===== config.mk =====
export PLATFORM = sky130hd
export DESIGN_NAME = mat_mul_sched
export DESIGN_NICKNAME = d
export VERILOG_FILES = /design/src/rtl/mat_mul_sched.sv
export SDC_FILE = /design/constraint.sdc
export NUM_CORES = 1
export LEC_CHECK = 0
export CORE_AREA = 5 5 282 284
export DETAILED_ROUTE_END_ITERATION = 16
export DIE_AREA = 0 0 287 289
export HOLD_SLACK_MARGIN = 0.15
export PLACE_DENSITY = 0.48
export SLEW_MARGIN = 15
export SYNTH_ARGS = -nofsm -noshare
export SYNTH_HDL_FRONTEND = slang
export SYNTH_SLANG_ARGS = --single-unit

===== constraint.sdc =====
create_clock -name clk -period 1.97 [get_ports clk]
set_input_delay 0.591 -clock clk [delete_from_list [all_inputs] [get_ports clk]]
set_output_delay 0.591 -clock clk [all_outputs]
set_load 0.1 [all_outputs]

===== src/rtl/mat_mul_sched.sv =====
`default_nettype none
// ============================================================================
// Module      : mat_mul_sched
// Description : Two-requester round-robin scheduler for a 3x3 matrix-multiply
//               engine. Optional watchdog enabled by MAT_SCHED_TIMEOUT_EN.
// Revision    : 1.0 - initial release
// ============================================================================
module mat_mul_sched #(
  parameter int DATA_W  = 8,
  parameter int TIMEOUT = 16
) (
  input  logic                 clk,
  input  logic                 rst_n,
  input  logic [1:0]           req_valid,
  output logic [1:0]           req_ready,
  input  logic [9*DATA_W-1:0]  req_a0,
  input  logic [9*DATA_W-1:0]  req_a1,
  input  logic [9*DATA_W-1:0]  req_b0,
  input  logic [9*DATA_W-1:0]  req_b1,
  output logic                 rsp_valid,
  input  logic                 rsp_ready,
  output logic                 rsp_id,
  output logic [18*DATA_W-1:0] rsp_c,
  output logic                 rsp_err,
  output logic                 eng_en,
  output logic                 eng_trig,
  output logic [9*DATA_W-1:0]  eng_din_A,
  output logic [9*DATA_W-1:0]  eng_din_B,
  input  logic [18*DATA_W-1:0] eng_dout_C,
  input  logic                 eng_out_vld,
  output logic                 busy
);

  localparam int c_OP_W  = 9*DATA_W;
  localparam int c_RES_W = 18*DATA_W;

  typedef enum logic [1:0] {
    IDLE = 2'd0,
    LOAD = 2'd1,
    RUN  = 2'd2,
    RESP = 2'd3
  } state_t;

  state_t              r_state;
  state_t              w_state_nxt;
  logic                r_prio;
  logic                r_id;
  logic [c_OP_W-1:0]   r_a;
  logic [c_OP_W-1:0]   r_b;
  logic [c_RES_W-1:0]  r_c;
  logic                w_gnt_id;
  logic [1:0]          w_gnt;
  logic                w_accept;
  logic                w_done;
  logic                w_tmo;

  // The priority holder wins when valid; otherwise the other requester.
  always_comb begin
    w_gnt_id = r_prio;
    if (!req_valid[r_prio] && req_valid[~r_prio]) begin
      w_gnt_id = ~r_prio;
    end
    w_gnt = 2'b00;
    if (r_state == IDLE && rst_n && (|req_valid)) begin
      w_gnt = w_gnt_id ? 2'b10 : 2'b01;
    end
  end

  assign req_ready = w_gnt;
  assign w_accept  = |(req_valid & w_gnt);
  assign w_done    = (r_state == RUN) && eng_out_vld;

`ifdef MAT_SCHED_TIMEOUT_EN
  localparam int c_CNT_W = $clog2(TIMEOUT + 1);

  logic [c_CNT_W-1:0] r_cnt;
  logic               r_err;

  always_ff @(posedge clk or negedge rst_n) begin
    if (!rst_n) begin
      r_cnt <= '0;
    end else if (r_state == LOAD) begin
      r_cnt <= '0;
    end else if (r_state == RUN) begin
      r_cnt <= r_cnt + c_CNT_W'(1);
    end
  end

  // Fires on the TIMEOUT-th RUN cycle; a simultaneous completion wins.
  assign w_tmo = (r_state == RUN) && !eng_out_vld && (r_cnt == c_CNT_W'(TIMEOUT - 1));

  always_ff @(posedge clk or negedge rst_n) begin
    if (!rst_n) begin
      r_err <= 1'b0;
    end else if (w_done) begin
      r_err <= 1'b0;
    end else if (w_tmo) begin
      r_err <= 1'b1;
    end
  end

  assign rsp_err = r_err;
`else
  assign w_tmo   = 1'b0;
  assign rsp_err = 1'b0;
`endif

  always_ff @(posedge clk or negedge rst_n) begin
    if (!rst_n) begin
      r_state <= IDLE;
    end else begin
      r_state <= w_state_nxt;
    end
  end

  always_comb begin
    w_state_nxt = r_state;
    eng_en      = 1'b0;
    eng_trig    = 1'b0;
    rsp_valid   = 1'b0;
    case (r_state)
      IDLE: begin
        if (w_accept) w_state_nxt = LOAD;
      end
      LOAD: begin
        eng_en      = 1'b1;
        eng_trig    = 1'b1;
        w_state_nxt = RUN;
      end
      RUN: begin
        eng_en = 1'b1;
        if (w_done || w_tmo) w_state_nxt = RESP;
      end
      RESP: begin
        rsp_valid = 1'b1;
        if (rsp_ready) w_state_nxt = IDLE;
      end
      default: w_state_nxt = IDLE;
    endcase
  end

  always_ff @(posedge clk or negedge rst_n) begin
    if (!rst_n) begin
      r_prio <= 1'b0;
      r_id   <= 1'b0;
      r_a    <= '0;
      r_b    <= '0;
      r_c    <= '0;
    end else begin
      if (w_accept) begin
        r_prio <= ~w_gnt_id;
        r_id   <= w_gnt_id;
        r_a    <= w_gnt_id ? req_a1 : req_a0;
        r_b    <= w_gnt_id ? req_b1 : req_b0;
      end
      if (w_done) begin
        r_c <= eng_dout_C;
      end else if (w_tmo) begin
        r_c <= '0;
      end
    end
  end

  assign eng_din_A = r_a;
  assign eng_din_B = r_b;
  assign rsp_id    = r_id;
  assign rsp_c     = r_c;
  assign busy      = (r_state != IDLE);

endmodule
`default_nettype wire


==> summary.md <==
| Metric | Value |
|---|---|
| Run status | `finished, violations left` |
| Violated checks | `negative setup slack` |
| Clock Skew | `approximately 0.010 ns` |
| Length in cells of the worst reg-to-reg path | `7` |
| Die Y-Extent | `289 um` |
| Share of synthesized area spent on multiplexers | `0.136` |
| Worst flop-to-flop path startpoint | `r_state[0]` |
| # fillers | `7611` |
| HPWL after DPL | `between 40 and 50 mm` |
| Slowest-stage cell, CP | `dfrtp_1` |
| Simple-gate portion of the synthesized area | `0.0767` |
| Layout area overhead | `108%` |
| Highest-count cells in the layout ignoring fill and taps | `clkdlybuf4s50_1 (435), buf_12 (305), dfrtp_1 (292), mux2_2 (145), a221o_1 (144)` |
| Synth Instances | `~810` |
| Clock Sinks | `292` |
| Crit-path max cell delay | `0.39 ns` |
| # DRC | `0` |
| Number of flip-flops and latches in the synthesized netlist | `292` |
| Area of combinational cells with multiple inputs | `0.00422 mm^2` |
| Weighted congestion at the end of routability-driven global placement | `0.765` |
| First-pass GRT wire length | `approximately 79 mm` |
| Placeable core region | `0.0768 mm^2` |
| Met1 layer wirelength in the final routing | `~19 mm` |
| Cell type with the largest total area after synthesis | `dfrtp_1` |
| Total cell area at the placement stage | `0.0236 mm^2` |
| Hold slack final | `0.286 ns` |
| FF-to-FF setup slack | `0.03 ns` |
| Horiz. Die Dim | `287 um` |
| Category of cells accounting for the largest share of critical-path delay | `flip-flops` |
| Total I/O pin count | `734` |
| Worst-margin pin slew | `0.752 ns` |
| Final number of max-transition violations | `0` |
| Clock tree from TritonCTS | `done` |
| Total count of hold-check failures in the final report | `0` |
| Effective utilization at floorplan | `0.156` |
| Total gr overflow | `0` |
| Largest family of logic cells by synthesized area | `multiplexers` |
| Buffer and inverter count on the worst path | `2` |
| Portion of the clock cycle consumed by the worst path in the final layout | `1.14` |
| Total number of placement rows | `~100` |
| Crit path kind | `flop to primary output` |
| Tightest slew margin relative to the limit | `0.499` |
| Fmax | `446 MHz` |
| Number of global-route vias before repair | `11400` |
| Number of nets in the finished design | `2019` |
| Nature of the critical path startpoint | `flop` |
| Largest net degree at the start of global routing | `107` |
| Cell Area, Synth | `around 0.012 mm^2` |
| Clock period minus worst slack | `approximately 2.2 ns` |
| Proportion of synthesized chip area in sequential cells | `0.610` |
| Area share of fa/ha/maj cells after synthesis | `0.00522` |
| Share of the synthesized area in the top cell type | `0.610` |
| CTS clock-pin slew for the worst setup and hold paths | `0.05 ns` |
| Overall fraction of global-route tracks in use | `0.125` |
| Share of cells above drive strength 1 | `0.349` |
| Critical-path cell list | `inv_2 > ha_4 > nand3_4 > a21oi_4 > buf_12` |
| Finish-stage setup viols | `6` |
| Number of detailed-route iterations in the first pass | `4` |
| Met3 WL post-DR | `5.79 mm` |
| Initial antenna violation count | `11` |
| Critical path capture point type | `primary output` |
| Final design area excluding fillers | `0.0249 mm^2` |
| Clock insertion delay at the later pin of the skew report | `0.54 ns` |
| Xor/xnor cell area share of the yosys netlist | `0` |
| Critical register-to-register path endpoint | `eng_din_B[3]` |
| Number of DRC markers in iteration 0 | `about 380` |
| Setup repair after global routing missed its margin | `true` |
| Crit-path max FO | `4` |
| Biggest area contributors in the synthesized netlist | `dfrtp_1 (61%), mux2_2 (14%), a221o_1 (12%), and2_1 (7.1%), buf_6 (2.9%)` |
| Syn avg cell area | `about 15 um^2` |
| Max-cap violations | `0` |
| WL per Instance | `20.9 um` |
| Crit path launch | `r_state[0]` |
| Count of H-tree levels built during CTS | `2` |
| Synthesized Nets | `1256` |
| Post-layout worst setup margin | `-0.273 ns` |
| Count of unique library cells instantiated by Yosys | `23` |
| Arr. time, crit path | `1.65 ns` |
| IO buf count | `732` |
| Met2 Routed Length | `28.9 mm` |
| Number of buffers created by CTS | `39` |
| Compound-Gate Fraction of Synth Area | `0.126` |
| Total die area | `0.0829 mm^2` |
| FF+latch area | `0.00731 mm^2` |
| Vias after detailed routing | `10200` |
| Top layer used by detailed routing | `met5` |
| Number of synthesis warnings | `0` |
| Clock tree root driver cell | `clkbuf_16` |
| Worst Path Required | `1.38 ns` |
| ANT nets after route | `0` |
| Worst hold-check path type | `primary input to async pin` |
| Clock tree buffer depth | `3` |
| DRT Wirelength | `55.4 mm` |
| Routed vias/inst | `approximately 3.9` |
| Most common cell after layout, fill and taps aside | `clkdlybuf4s50_1` |
[logic make-up after synthesis]
family	Yosys count
DFF	292
AOI/OAI and AO/OA	153
and+or+nand+nor	148
muxes	145
buffers and inverters	69
adders and majority gates	5
other	1
[cell usage after synthesis (all sizes together)]
| cell | n |
|---|---|
| nor2b | 1 |
| inv | 5 |
| ha | 5 |
| nor2 | 1 |
| nand3 | 1 |
| a221oi | 1 |
| and2 | 144 |
| mux2 | 145 |
| a21o | 2 |
| dfrtp | 292 |
| nand2 | 1 |
| o21ai | 1 |
| buf | 64 |
| a21oi | 2 |
| a221o | 144 |
| conb | 1 |
| a2bb2oi | 1 |
| o211ai | 1 |
| o2111a | 1 |
[metrics by stage]
step,setup WS (ns),util,std cells,TNS (ns)
after floorplan,-0.0106,-,813,-0.0106
after global placement,-0.473,0.307,2569,-77.42
after detailed placement,-0.489,0.307,2569,-77.99
after CTS,-0.371,0.324,2637,-5.55
after global routing,-0.374,0.324,2645,-1.42
final,-0.273,0.325,2648,-0.915
[repair_timing]
item / 4_1_cts / 5_1_grt
setup buffers: 3 / 5
endpoints found under the hold margin: 29 / 0
pin swaps: 3 / 2
gates resized for setup: 11 / 6
hold buffers: 1 / 0
setup endpoints to repair: 99 / 136
[worst reg2reg max path, delay by kind of cell, from the launching register on]
family,cells,cell delay (ns)
and+or+nand+nor,1,0.45
DFF,1,0.39
adders and majority gates,1,0.18
AOI/OAI and AO/OA,2,0.37
buffers and inverters,3,0.43
[routing by layer]
metal  up-vias  global-route usage
met5         -                   0
met4         4              0.0405
met3        76              0.0534
met2       512               0.226
met1      5082               0.133
li1       4556                   -
[cell type report]
type | count | share of cell area
Inverter | 5 | 0.000853
Clock buffer | 59 | 0.0458
Tap cell | 1040 | 0.0522
Multi-Input combinational cell | 452 | 0.169
Antenna cell | 8 | 0.000803
Sequential cell | 292 | 0.293
Clock inverter | 6 | 0.00381
Timing Repair Buffer | 786 | 0.434
[how the worst max path moves through the flow]
stage | end | cells after the start
after CTS | req_ready[0] | 5
after floorplan | req_ready[0] | 6
after global routing | req_ready[0] | 5
after global placement | req_ready[1] | 4
final | req_ready[0] | 5
after detailed placement | eng_din_B[50] | 5
[sequential cells by signal, indices dropped and copies added (netlist names)]
signal and flops:
rsp_c 144, eng_din_A 72, r_state 2, r_prio 1
rsp_id 1, eng_din_B 72
Power is not shown: default switching activity piles up to over one toggle a cycle in this logic, so the estimate is an artifact.
